File: src/rtl/gcd_arbiter.sv
// ============================================================================
// Module   : gcd_arbiter
// Purpose  : Round-robin sharing of one binary-GCD core between NREQ
//            requesters, with local bypass of zero operands.
// Revision : 1.0  initial release
// ============================================================================
`default_nettype none

module gcd_arbiter #(
  parameter int NREQ = 4,
  parameter int IDW  = 2
) (
  input  logic              Clk,
  input  logic              Reset,
  input  logic              CEN,
  input  logic [NREQ-1:0]   Req,
  input  logic [8*NREQ-1:0] Ain_bus,
  input  logic [8*NREQ-1:0] Bin_bus,
  output logic [NREQ-1:0]   Gnt,
  output logic [NREQ-1:0]   Done_pulse,
  output logic [7:0]        Result,
  output logic [IDW-1:0]    Result_id,
  output logic              Busy,
  output logic [15:0]       Served_cnt,
  output logic              Core_Start,
  output logic              Core_Ack,
  output logic [7:0]        Core_Ain,
  output logic [7:0]        Core_Bin,
  output logic              Core_CEN,
  input  logic              Core_q_I,
  input  logic              Core_q_Done,
  input  logic [7:0]        Core_GCD
);

  typedef enum logic [2:0] {
    S_IDLE   = 3'd0,
    S_LOAD   = 3'd1,
    S_RUN    = 3'd2,
    S_ACK    = 3'd3,
    S_WAIT_I = 3'd4,
    S_BYPASS = 3'd5
  } state_t;

  localparam logic [IDW:0]   c_NREQ   = (IDW+1)'(NREQ);
  localparam logic [IDW-1:0] c_LAST   = IDW'(NREQ-1);
  localparam logic [IDW-1:0] c_ID_ONE = IDW'(1);
  localparam logic [NREQ-1:0] c_OH_ONE = NREQ'(1);

  state_t          r_state;
  logic [IDW-1:0]  r_rr_ptr;
  logic [IDW-1:0]  r_id;
  logic [7:0]      r_opa;
  logic [7:0]      r_opb;
  logic [NREQ-1:0] r_gnt;
  logic [NREQ-1:0] r_done;
  logic [7:0]      r_result;
  logic [IDW-1:0]  r_result_id;
  logic [15:0]     r_served;
  logic            r_start;
  logic            r_ack;

  logic            w_found;
  logic [IDW-1:0]  w_idx;
  logic [IDW:0]    w_sum;
  logic [7:0]      w_a;
  logic [7:0]      w_b;
  logic [NREQ-1:0] w_id_oh;
  logic [NREQ-1:0] w_req_oh;
  logic [IDW-1:0]  w_next_ptr;
  logic [7:0]      w_byp;

  // Rotating-priority search: the first set Req bit at or after r_rr_ptr.
  always_comb begin
    w_found = 1'b0;
    w_idx   = '0;
    w_sum   = '0;
    w_a     = '0;
    w_b     = '0;
    for (int i = 0; i < NREQ; i++) begin
      w_sum = {1'b0, r_rr_ptr} + i[IDW:0];
      if (w_sum >= c_NREQ) begin
        w_sum = w_sum - c_NREQ;
      end
      if (!w_found && Req[w_sum[IDW-1:0]]) begin
        w_found = 1'b1;
        w_idx   = w_sum[IDW-1:0];
      end
    end
    for (int k = 0; k < NREQ; k++) begin
      if (k[IDW-1:0] == w_idx) begin
        w_a = Ain_bus[8*k +: 8];
        w_b = Bin_bus[8*k +: 8];
      end
    end
  end

  assign w_id_oh    = c_OH_ONE << r_id;
  assign w_req_oh   = c_OH_ONE << w_idx;
  assign w_next_ptr = (r_id == c_LAST) ? '0 : r_id + c_ID_ONE;
  assign w_byp      = (r_opa != 8'd0) ? r_opa : r_opb;

  always_ff @(posedge Clk or negedge Reset) begin
    if (!Reset) begin
      r_state     <= S_IDLE;
      r_rr_ptr    <= '0;
      r_id        <= '0;
      r_opa       <= '0;
      r_opb       <= '0;
      r_gnt       <= '0;
      r_done      <= '0;
      r_result    <= '0;
      r_result_id <= '0;
      r_served    <= '0;
      r_start     <= 1'b0;
      r_ack       <= 1'b0;
    end else begin
      r_done <= '0;
      case (r_state)
        S_IDLE: begin
          if (w_found && Core_q_I) begin
            r_id  <= w_idx;
            r_gnt <= w_req_oh;
            r_opa <= w_a;
            r_opb <= w_b;
            // The core never terminates on a zero operand, so answer locally.
            if ((w_a == 8'd0) || (w_b == 8'd0)) begin
              r_state <= S_BYPASS;
            end else begin
              r_start <= 1'b1;
              r_state <= S_LOAD;
            end
          end
        end
        S_LOAD: begin
          r_start <= 1'b0;
          r_state <= S_RUN;
        end
        S_RUN: begin
          if (Core_q_Done) begin
            r_result    <= Core_GCD;
            r_result_id <= r_id;
            r_ack       <= 1'b1;
            r_done      <= w_id_oh & {NREQ{Req[r_id]}};
            r_served    <= r_served + 16'd1;
            r_state     <= S_ACK;
          end
        end
        S_ACK: begin
          r_ack   <= 1'b0;
          r_state <= S_WAIT_I;
        end
        S_WAIT_I: begin
          if (Core_q_I) begin
            r_gnt    <= '0;
            r_rr_ptr <= w_next_ptr;
            r_state  <= S_IDLE;
          end
        end
        S_BYPASS: begin
          r_result    <= w_byp;
          r_result_id <= r_id;
          r_done      <= w_id_oh & {NREQ{Req[r_id]}};
          r_served    <= r_served + 16'd1;
          r_gnt       <= '0;
          r_rr_ptr    <= w_next_ptr;
          r_state     <= S_IDLE;
        end
        default: begin
          r_state <= S_IDLE;
        end
      endcase
    end
  end

  assign Gnt        = r_gnt;
  assign Done_pulse = r_done;
  assign Result     = r_result;
  assign Result_id  = r_result_id;
  assign Busy       = (r_state != S_IDLE);
  assign Served_cnt = r_served;
  assign Core_Start = r_start;
  assign Core_Ack   = r_ack;
  assign Core_Ain   = r_opa;
  assign Core_Bin   = r_opb;
  assign Core_CEN   = (r_state == S_RUN) & CEN;

endmodule

`default_nettype wire

File: config.mk
export PLATFORM = sky130hd
export DESIGN_NAME = gcd_arbiter
export DESIGN_NICKNAME = d
export VERILOG_FILES = /design/src/rtl/gcd_arbiter.sv
export SDC_FILE = /design/constraint.sdc
export NUM_CORES = 1
export LEC_CHECK = 0
export CAP_MARGIN = 40
export CORE_MARGIN = 4
export CORE_UTILIZATION = 46
export DETAILED_ROUTE_END_ITERATION = 6
export GPL_TIMING_DRIVEN = 0
export PLACE_DENSITY = 0.86
export SLEW_MARGIN = 20
export SYNTH_ARGS = -nofsm -noshare
export SYNTH_HDL_FRONTEND = slang
export SYNTH_SLANG_ARGS = --single-unit
export TNS_END_PERCENT = 50
File: constraint.sdc
create_clock -name Clk -period 3.11 [get_ports Clk]
set_input_delay 0.311 -clock Clk [delete_from_list [all_inputs] [get_ports Clk]]
set_output_delay 0.311 -clock Clk [all_outputs]
set_load 0.01 [all_outputs]
* Word-level counts from Yosys, hierarchy flattened
Index checks and enable logic that the tools add are counted.
Cells by class: add/subtract/negate cells 9, $lt $le $gt $ge 9, equality and inequality tests 13, shift operators 2, multiplexer cells 55, bitwise logic cells 2, reductions and logical operators 26
Operator list (number):
- 2-to-1 mux 8 bit | 10
- one-hot mux 16 bit (2 select lines) | 1
- 2-to-1 mux 2 bit | 11
- adder 16 x 1 -> 16 bit, second input constant | 1
- logical NOT 8 bit | 2
- 2-to-1 mux 16 bit | 1
- one-hot mux 8 bit (2 select lines) | 1
- < comparator 2 x 3 -> 1 bit, second input constant | 5
- one-hot mux 3 bit (5 select lines) | 1
- 2-to-1 mux 1 bit | 12
- 2-to-1 mux 3 bit | 4
- 2-to-1 mux 4 bit | 3
- one-hot mux 4 bit (3 select lines) | 1
- binary-select mux 1 bit (select 2 bit) | 5
- greater-or-equal comparator 3 bit, second input constant | 3
- AND reduction 3 bit | 3
- != test 2 bit, second input constant | 4
- one-hot mux 2 bit (2 select lines) | 2
- one-hot mux 4 bit (2 select lines) | 1
- AND reduction 2 bit | 4
- nonzero test 2 bit | 4
- nonzero test 8 bit | 1
- left shift 1 x 2 -> 4 bit, first input constant | 2
- subtractor 2 x 1 -> 2 bit, second input constant | 4
- other kinds (19) | 30
Word-level totals: register bits after elaboration 59, input port bits 81, output and inout port bits 54, word-level logic and storage cells 128

* Longest topological paths before layout
Gate-level depths: netlist of run 1.
depth after elaboration 24, gate-level depth with buffers 11, gate-level depth less buffers 8

* Least setup slack after synthesis of run 1
Ideal clock, no wire load.
path type reg-to-reg, start point register r_rr_ptr[0], end point register r_state[2], library setup time 0.119 ns, data arrival time 1.980 ns, required time 2.991 ns, setup slack 1.012 ns, stages on the path, launching flop included 12, buffers on the path 3, clock period less this slack 2.098 ns, cell sequence dfrtp_1 > nand2b_1 > nor2b_1 > o22a_2 > buf_6 > buf_12 > buf_12 > mux2i_1 > mux2_2 > nand4_2 > o22ai_2 > o21a_1
On the way: longest elaborated chain between the ends 24, elaborated cells between the ends (all ways) 58, those cells by class add/sub: 7; order compare: 4; eq/ne: 4; mux: 31; reduce/logical: 12
Ends and longest elaborated chain:
- from (decl) | line 50 | logic [IDW-1:0] r_rr_ptr;
- from (signal assigned) | line 155 | r_rr_ptr <= w_next_ptr;
- from (signal assigned) | line 165 | r_rr_ptr <= w_next_ptr;
- parallel branches: the longest is 24 deep, another holds adder 2 x 1 -> 3 bit
- to (signal assigned) | line 127 | r_state <= S_BYPASS;
- to (signal assigned) | line 130 | r_state <= S_LOAD;
- to (signal assigned) | line 136 | r_state <= S_RUN;
- to (decl) | line 49 | state_t r_state;
Several ways; the timed one is not identified. The select of a mux whose other input is x is not followed. A chain may end at the register's enable or synchronous reset.

* Final worst setup path of run 1
start point input port Req[1], end point register r_state[2]
On the way: longest elaborated chain between the ends 22, elaborated cells between the ends (all ways) 43, those cells by class eq/ne: 4; mux: 27; reduce/logical: 12
Ends and longest elaborated chain:
- from (decl) | line 16 | input logic [NREQ-1:0] Req,
- binary-select mux 1 bit (select 2 bit) | line 84 | if (!w_found && Req[w_sum[IDW-1:0]]) begin
- 2-to-1 mux 1 bit (implied by the code) | line 84
- 2-to-1 mux 1 bit | line 84
- logical NOT 1 bit | line 84
- logical AND 1 bit | line 84
- 2-to-1 mux 1 bit | line 84
- logical NOT 1 bit | line 84
- logical AND 1 bit | line 84
- [3 not listed]
- 2-to-1 mux 2 bit | line 84
- logical NOT 2 bit | line 90 | if (k[IDW-1:0] == w_idx) begin
- 2-to-1 mux 8 bit (4 in a row) | line 90
- logical NOT 8 bit | line 126 | if ((w_a == 8'd0) || (w_b == 8'd0)) begin
- logical OR 1 bit | line 126
- 2-to-1 mux 3 bit | line 126
- 2-to-1 mux 3 bit | line 120 | if (w_found && Core_q_I) begin
- one-hot mux 3 bit (5 select lines) | line 118 | case (r_state)
Several ways; a longest one is shown, not always the timed one. The select of a mux whose other input is x is not followed.

==> flow_summary.yaml, run 1 <==
clock_network:
  cts.clk_slew.worst_paths_ns: 0.06
  clock_latency_ns: 0.34
  cts.repair.resized: 0
  cts_hold_buffers: 0
  numClockSinks: 59
  clock-root-buffer: "clkbuf_8"
  post_cts_buffers: 0
  cts_tree: "done"
  cts.htree.levels: 3
  cts_buffers: 9
  clock_path_buffers: 2
finish:
  final_cell_mix: "clkdlybuf4s50_1, dfrtp_1, mux2i_1"
  num_antenna_cells: 0
  layout_commonest_cell: "clkdlybuf4s50_1"
  register_area_um2: 1480
  stdcell_count: 544
  nFillCells: 519
  multiInputGateArea_um2: 1620
  syn_to_final_growth_pct: 50.9
  nNetsFinal: 529
  drive_gt1_share_pct: 11.2
global_routing:
  antenna_found_initial: 0
  met1_usage_pct: 26.5
  grt-ovfl-total: 0
  grt_usage_pct: 21.7
  grt_pass1_vias: 2972
  grtUsageMet3_pct: 5.25
  grt_max_degree: 60
  grt_pass1_wl_mm: 14.4
  grt.busiest_layer: "met2"
  met2_usage_pct: 37.2
yosys:
  synth_compound_gate_area_share_pct: 11.1
  syn_inst: 297
  ys_seq_area_share_pct: 45.8
  synth_nets: 383
  synth_xor_area_share_pct: 4.35
  async_flop_share_pct: 100
  yosys_register_bits: 59
  yosys.area_share.adder_pct: 1.94
  synth_edf_count: 0
  yosysWarnings: 0
  ys.flop_type: "dfrtp_1"
  synthSimpleGateAreaFrac_pct: 12.9
  netlist_area_um2: 3220
  synthMuxAreaShare_pct: 19.8
  ys_types: 46
  synth_top_family_by_area: "multiplexers"
  syn_area_per_cell_um2: 10.8
floorplanning:
  fp-row-count: 30
  fp.coreArea_um2: 6790
  dieHeight_um: 91.7
  die_x_um: 91.7
  initial_core_util_pct: 47.4
  dieArea_um2: 8400
  io_pins: 135
detailed_routing:
  wl_per_cell_um: 16.0
  viasPerCell: 5.20
  antenna_left: 0
  drc: 0
  drt_iter0_markers: 156
  via_count: 2829
  totalWireLength_mm: 8.69
  first_pass_iters: 4
setup_path:
  critical-path-slowest-cell: "clkdlybuf4s50_1"
  cp_max_fo: 10
  cp_data_arrival_time_ns: 2.52
  critPathLaunchType: "input port"
  worst-path-buf-inv: 3
  worst_setup_path_end_kind: "flip-flop"
  cp_cell_sequence: "clkdlybuf4s50_1 -> nand2b_1 -> a21oi_1 -> a211oi_2 -> buf_4 -> buf_4 -> mux2_2 -> nand4_1 -> o22ai_2 -> o21a_1"
  required_ns: 3.33
  cpPeakStageDelay_ns: 0.53
  cp_top_family: "buffers and inverters"
  crit_top_cell: "buf_4"
  crit_type: "in -> reg"
placed_design:
  port_buffers: 134
  dpl.hpwl_mm: 6.93
  placed_cells: 528
  place.gp.congestion: 0.839
power:
  irDropWorstVdd_mv: 0.412
  power_frac_clock_pct: 15.7
  p_sw_mw: 1.45
  p_total_mw: 3.89
  p_int_mw: 2.44
  power_frac_comb_pct: 50.5
  sequentialPowerShare_pct: 33.8
  power.leakage_nw: 2.05
  swShare_pct: 37.2
  power.density_nw_per_um2: 800
sta:
  fin_crit_sh_pct: 74.0
  setup_viol: 0
  final.setup_skew_ns: 0.00743
  rsz0062_at_grt: "no"
  fmax_mhz: 434
  slew_headroom_pct: 52.2
  min_period_ns: 2.30
  slew_viol_final: 0
  tightest_slew_ns: 0.716
  hold_viol_final: 0
run:
  cap_violations: 0
status:
  status: "completed"
min_path:
  worstHoldPathType: "in -> async"
[final cells by class]
class | instances | share of cell area [%]
buffer | 14 | 2.24
inverter | 5 | 0.386
multi-input combinational | 219 | 33.3
timing repair buffer | 135 | 27.7
clock inverter | 2 | 0.206
sequential | 59 | 30.4
tap | 96 | 2.47
clock buffer | 14 | 3.35
[cell usage after synthesis, types with 2 or more instances]
| library cell | number | area (um^2) |
|---|---|---|
| a211oi_1 | 8 | 60.1 |
| a21oi_1 | 14 | 70.1 |
| and3_1 | 8 | 50.1 |
| buf_12 | 2 | 40.0 |
| buf_4 | 2 | 15.0 |
| buf_6 | 2 | 22.5 |
| clkbuf_1 | 7 | 26.3 |
| dfrtp_1 | 59 | 1480 |
| ha_1 | 5 | 62.6 |
| inv_1 | 5 | 18.8 |
| mux2_2 | 18 | 203 |
| mux2i_1 | 39 | 390 |
| mux4_2 | 2 | 45.0 |
| nand2_1 | 33 | 124 |
| nand2b_1 | 3 | 18.8 |
| nand3_1 | 8 | 40.0 |
| nand4_1 | 5 | 31.3 |
| nand4_2 | 2 | 25.0 |
| nor2_1 | 12 | 45.0 |
| nor2b_1 | 2 | 12.5 |
| nor3_1 | 3 | 15.0 |
| o21ai_0 | 18 | 90.1 |
| o32ai_1 | 2 | 17.5 |
| or4_1 | 2 | 15.0 |
| xnor2_1 | 13 | 114 |
| xor2_1 | 3 | 26.3 |
[final timing paths]
check                               start             end  slack [ns]  cells past startpoint
max reg2reg                   r_rr_ptr[0]      r_state[2]        0.81                     11
max in group asynchronous           Reset  Served_cnt[11]        2.60                      1
max                                Req[1]      r_state[2]        0.81                     10
min in group Clk           Served_cnt[15]  Served_cnt[15]        0.47                      1
min reg2reg                Served_cnt[15]  Served_cnt[15]        0.47                      1
min                                 Reset       Result[4]        0.03                      1
[stage by stage]
step | area [um^2] | hold WS [ns] | setup WS [ns] | setup TNS [ns] | utilization (%)
finish | 4860 | 0.0289 | 0.808 | 0 | 71.5
global route | 4860 | 0.0994 | 0.698 | 0 | 71.5
CTS | 4860 | 0.0571 | 0.804 | 0 | 71.5
detailed placement | 4690 | 0.422 | 0.455 | 0 | 69.0
global placement | 4680 | 0.459 | -0.0168 | -0.813 | 68.9
floorplan | 3220 | 0.0154 | 1.01 | 0 | -
[state kept, by name, summed over array words and instances (netlist names)]
signal      cells
Core_Ain        8
Core_Start      1
Done_pulse      4
Result_id       2
Gnt             4
Core_Ack        1
Served_cnt     16
Result          8
Core_Bin        8
r_id            2
r_state         3
r_rr_ptr        2
[power groups by stage]
stage | Combinational (mW) | Clock, mW | Sequential [mW]
2_1_floorplan | 0.986 | 0 | 1.38
3_3_place_gp | 1.91 | 0 | 1.31
3_5_place_dp | 1.96 | 0 | 1.32
4_1_cts | 1.98 | 0.624 | 1.32
5_1_grt | 2.13 | 0.665 | 1.36
6_report | 1.96 | 0.611 | 1.32
[routing by layer]
layer | vias up | part of all wire [%]
met1 | 1348 | 42
li1 | 1369 | -
met4 | 0 | 2.1
met5 | - | 0
met3 | 15 | 6.2
met2 | 97 | 50
[logic make-up (layout without fill, tap and decap cells)]
| kind of cell | count (synthesis) | in the layout |
|---|---|---|
| AND/OR/NAND/NOR | 83 | 83 |
| multiplexers | 59 | 59 |
| flip-flops | 59 | 59 |
| AO/OA/AOI/OAI | 56 | 56 |
| buffers and inverters | 19 | 170 |
| XOR/XNOR | 16 | 16 |
| adder cells (fa/ha/maj) | 5 | 5 |
Note: power is estimated with default switching activity, not from simulation.
==> inputs of run 2 (changes only) <==
--- a/config.mk
+++ b/config.mk
@@ -7,10 +7,10 @@
 export LEC_CHECK = 0
 export CAP_MARGIN = 40
 export CORE_MARGIN = 4
-export CORE_UTILIZATION = 46
+export CORE_UTILIZATION = 39
 export DETAILED_ROUTE_END_ITERATION = 6
 export GPL_TIMING_DRIVEN = 0
-export PLACE_DENSITY = 0.86
+export PLACE_DENSITY = 0.78
 export SLEW_MARGIN = 20
 export SYNTH_ARGS = -nofsm -noshare
 export SYNTH_HDL_FRONTEND = slang
==> constraint.sdc (replaced) <==
create_clock -name Clk -period 2 [get_ports Clk]
set_input_delay 0.2 -clock Clk [delete_from_list [all_inputs] [get_ports Clk]]
set_output_delay 0.2 -clock Clk [all_outputs]
set_load 0.01 [all_outputs]
==> run 2 against run 1 <==
Compared with the run above:
- the flow now finishes with violations (negative setup slack)
- clock skew decreased by 0.00078 ns
- hold slack improved by 0.44 ns
- largest cell class unchanged
- register-to-register slack got worse by 1.0 ns
- sequential power increased by 55%
- critical path depth decreased by 2
- utilization decreased by 8.3 points
- via count decreased by 1.5%
==> flow_summary.yaml, run 2 (synthesis results as in run 1) <==
status:
  status: "finished with violations"
  violations: "negative setup slack"
finish:
  stdcell_area_um2: 4990
  num_antenna_cells: 0
  nFillCells: 649
  nNetsFinal: 536
  layout_commonest_cell: "clkdlybuf4s50_1"
  drive_gt1_share_pct: 15.5
  final_core_util_pct: 63.2
  final_cell_mix: "clkdlybuf4s50_1, dfrtp_1, mux2i_1"
  multiInputGateArea_um2: 1680
  register_area_um2: 1480
  syn_to_final_growth_pct: 54.9
  largest_reg_flops: 16
setup_path:
  reg2reg_to: "r_state[2]"
  required_ns: 2.26
  cp_max_fo: 4
  worst_setup_path_end_kind: "flip-flop"
  cp_data_arrival_time_ns: 2.48
  crit-reg2reg-launch: "r_rr_ptr[0]"
  rrSetupSlack_ns: -0.22
  setup.worst_path.start: "r_rr_ptr[0]"
  endpoint: "r_state[2]"
  crit_type: "reg -> reg"
  ff2ff_path_depth: 8
  critPathLaunchType: "flip-flop"
placed_design:
  dpl.hpwl_mm: 7.12
  post-place-ws_ns: -0.628
  port_buffers: 134
  place.gp.congestion: 0.839
  place_area_um2: 4700
global_routing:
  grt-ovfl-total: 0
  grt_usage_pct: 18.2
  grt_max_degree: 60
  grt_pass1_wl_mm: 14.3
  antenna_found_initial: 0
  grt_pass1_vias: 2909
sta:
  slew_viol_final: 0
  rsz0062_at_grt: "yes"
  fin_ws_ns: -0.219
  min_period_ns: 2.22
  hold_viol_final: 0
  slew_headroom_pct: 52.1
  fmax_mhz: 451
  fin_crit_sh_pct: 111
  setup_viol: 2
  setup-tns-final_ns: -0.429
  final.setup_skew_ns: 0.00665
  tightest_slew_ns: 0.718
power:
  power.leakage_nw: 2.13
  p_sw_mw: 2.26
  power.density_nw_per_um2: 1230
  power_frac_clock_pct: 14.9
  sequentialPowerShare_pct: 33.3
  swShare_pct: 36.8
  irDropWorstVdd_mv: 0.538
  p_int_mw: 3.89
  power_frac_comb_pct: 51.7
detailed_routing:
  totalWireLength_mm: 8.78
  via_count: 2787
  antenna_left: 0
  first_pass_iters: 4
  wl_per_cell_um: 15.8
  viasPerCell: 5.02
  drc: 0
  drt_iter0_markers: 112
run:
  cap_violations: 0
clock_network:
  clock-root-buffer: "clkbuf_8"
  numClockSinks: 59
  cts_buffers: 9
  cts_tree: "done"
  cts.htree.levels: 3
  clock_path_buffers: 2
  clock_latency_ns: 0.32
  cts.clk_slew.worst_paths_ns: 0.06
floorplanning:
  die_x_um: 98.9
  initial_core_util_pct: 40.8
  io_pins: 135
  fp.coreArea_um2: 7890
  dieArea_um2: 9780
  fp-row-count: 32
  dieHeight_um: 98.9
min_path:
  worstHoldPathType: "in -> async"
==> run 2: changes by cell type in the layout (fill, tap and decap cells not counted), sizes merged <==
| cell | previous run | this run |
|---|---|---|
| dlymetal6s2s | 0 | 1 |
| clkinv | 2 | 3 |
| clkdlybuf4s50 | 133 | 131 |
| clkbuf | 21 | 18 |
| dlygate4sd3 | 0 | 1 |
| buf | 9 | 15 |
| dlygate4sd2 | 0 | 1 |
==> run 2: repair_timing <==
action / in CTS / in global routing
hold endpoints to repair: 59 / 0
hold buffers: 1 / 0
setup buffers: 7 / 1
endpoints found under the setup margin: 27 / 20
pin swaps: 4 / 7
resized for setup: 7 / 14
==> run 2: cell type report <==
type	instances	area share (%)
Clock buffer	11	3.04
Tap cell	102	2.56
Buffer	13	2.08
Timing Repair Buffer	143	28.3
Sequential cell	59	29.6
Clock inverter	3	0.301
Multi-Input combinational cell	219	33.7
Inverter	5	0.376
==> run 2: power groups by stage <==
| stage | Sequential (mW) | Combinational (mW) | Clock, mW |
|---|---|---|---|
| global route | 2.12 | 3.46 | 1.00 |
| floorplan | 2.14 | 1.56 | 0 |
| finish | 2.05 | 3.18 | 0.918 |
| CTS | 2.04 | 3.18 | 0.941 |
| detailed placement | 2.06 | 3.07 | 0 |
| global placement | 2.04 | 3.01 | 0 |
==> run 2: layer usage <==
metal	up-vias	wire (um)	share of wire, %	track usage (%)
li1	1376	-	-	-
met1	1298	3620	41	22.2
met2	94	4440	51	31.3
met3	19	540	6.2	4.53
met4	0	171	1.9	6.41
met5	-	0	0	0
==> run 2: how the worst min path moves through the flow <==
stage / startpoint / end / slack (ns) / cells after the start
2_1_floorplan: Reset / Core_Ack / -0.1 / 0
3_3_place_gp: Served_cnt[15] / Served_cnt[15] / 0.46 / 1
3_5_place_dp: Reset / Served_cnt[3] / 0.30 / 1
4_1_cts: Served_cnt[15] / Served_cnt[15] / 0.48 / 1
5_1_grt: Served_cnt[15] / Served_cnt[15] / 0.49 / 1
6_report: Reset / Served_cnt[5] / 0.47 / 2
==> run 2: critical path, stage by stage, from the launching register on <==
cell and delay [ns]:
dfrtp_1 0.44, nand2b_4 0.17, a21oi_2 0.05, a211oi_2 0.27, buf_4 0.16, mux4_2 0.50, nand4bb_1 0.22, o22ai_2 0.19
o21a_1 0.15
==> run 2: per-stage QoR <==
step / hold WS [ns] / std cells / total power, mW
final: 0.467 / 555 / 6.15
after global routing: 0.491 / 555 / 6.58
after CTS: 0.476 / 554 / 6.16
after detailed placement: 0.303 / 533 / 5.13
after global placement: 0.462 / 533 / 5.04
after floorplan: -0.0956 / 297 / 3.70
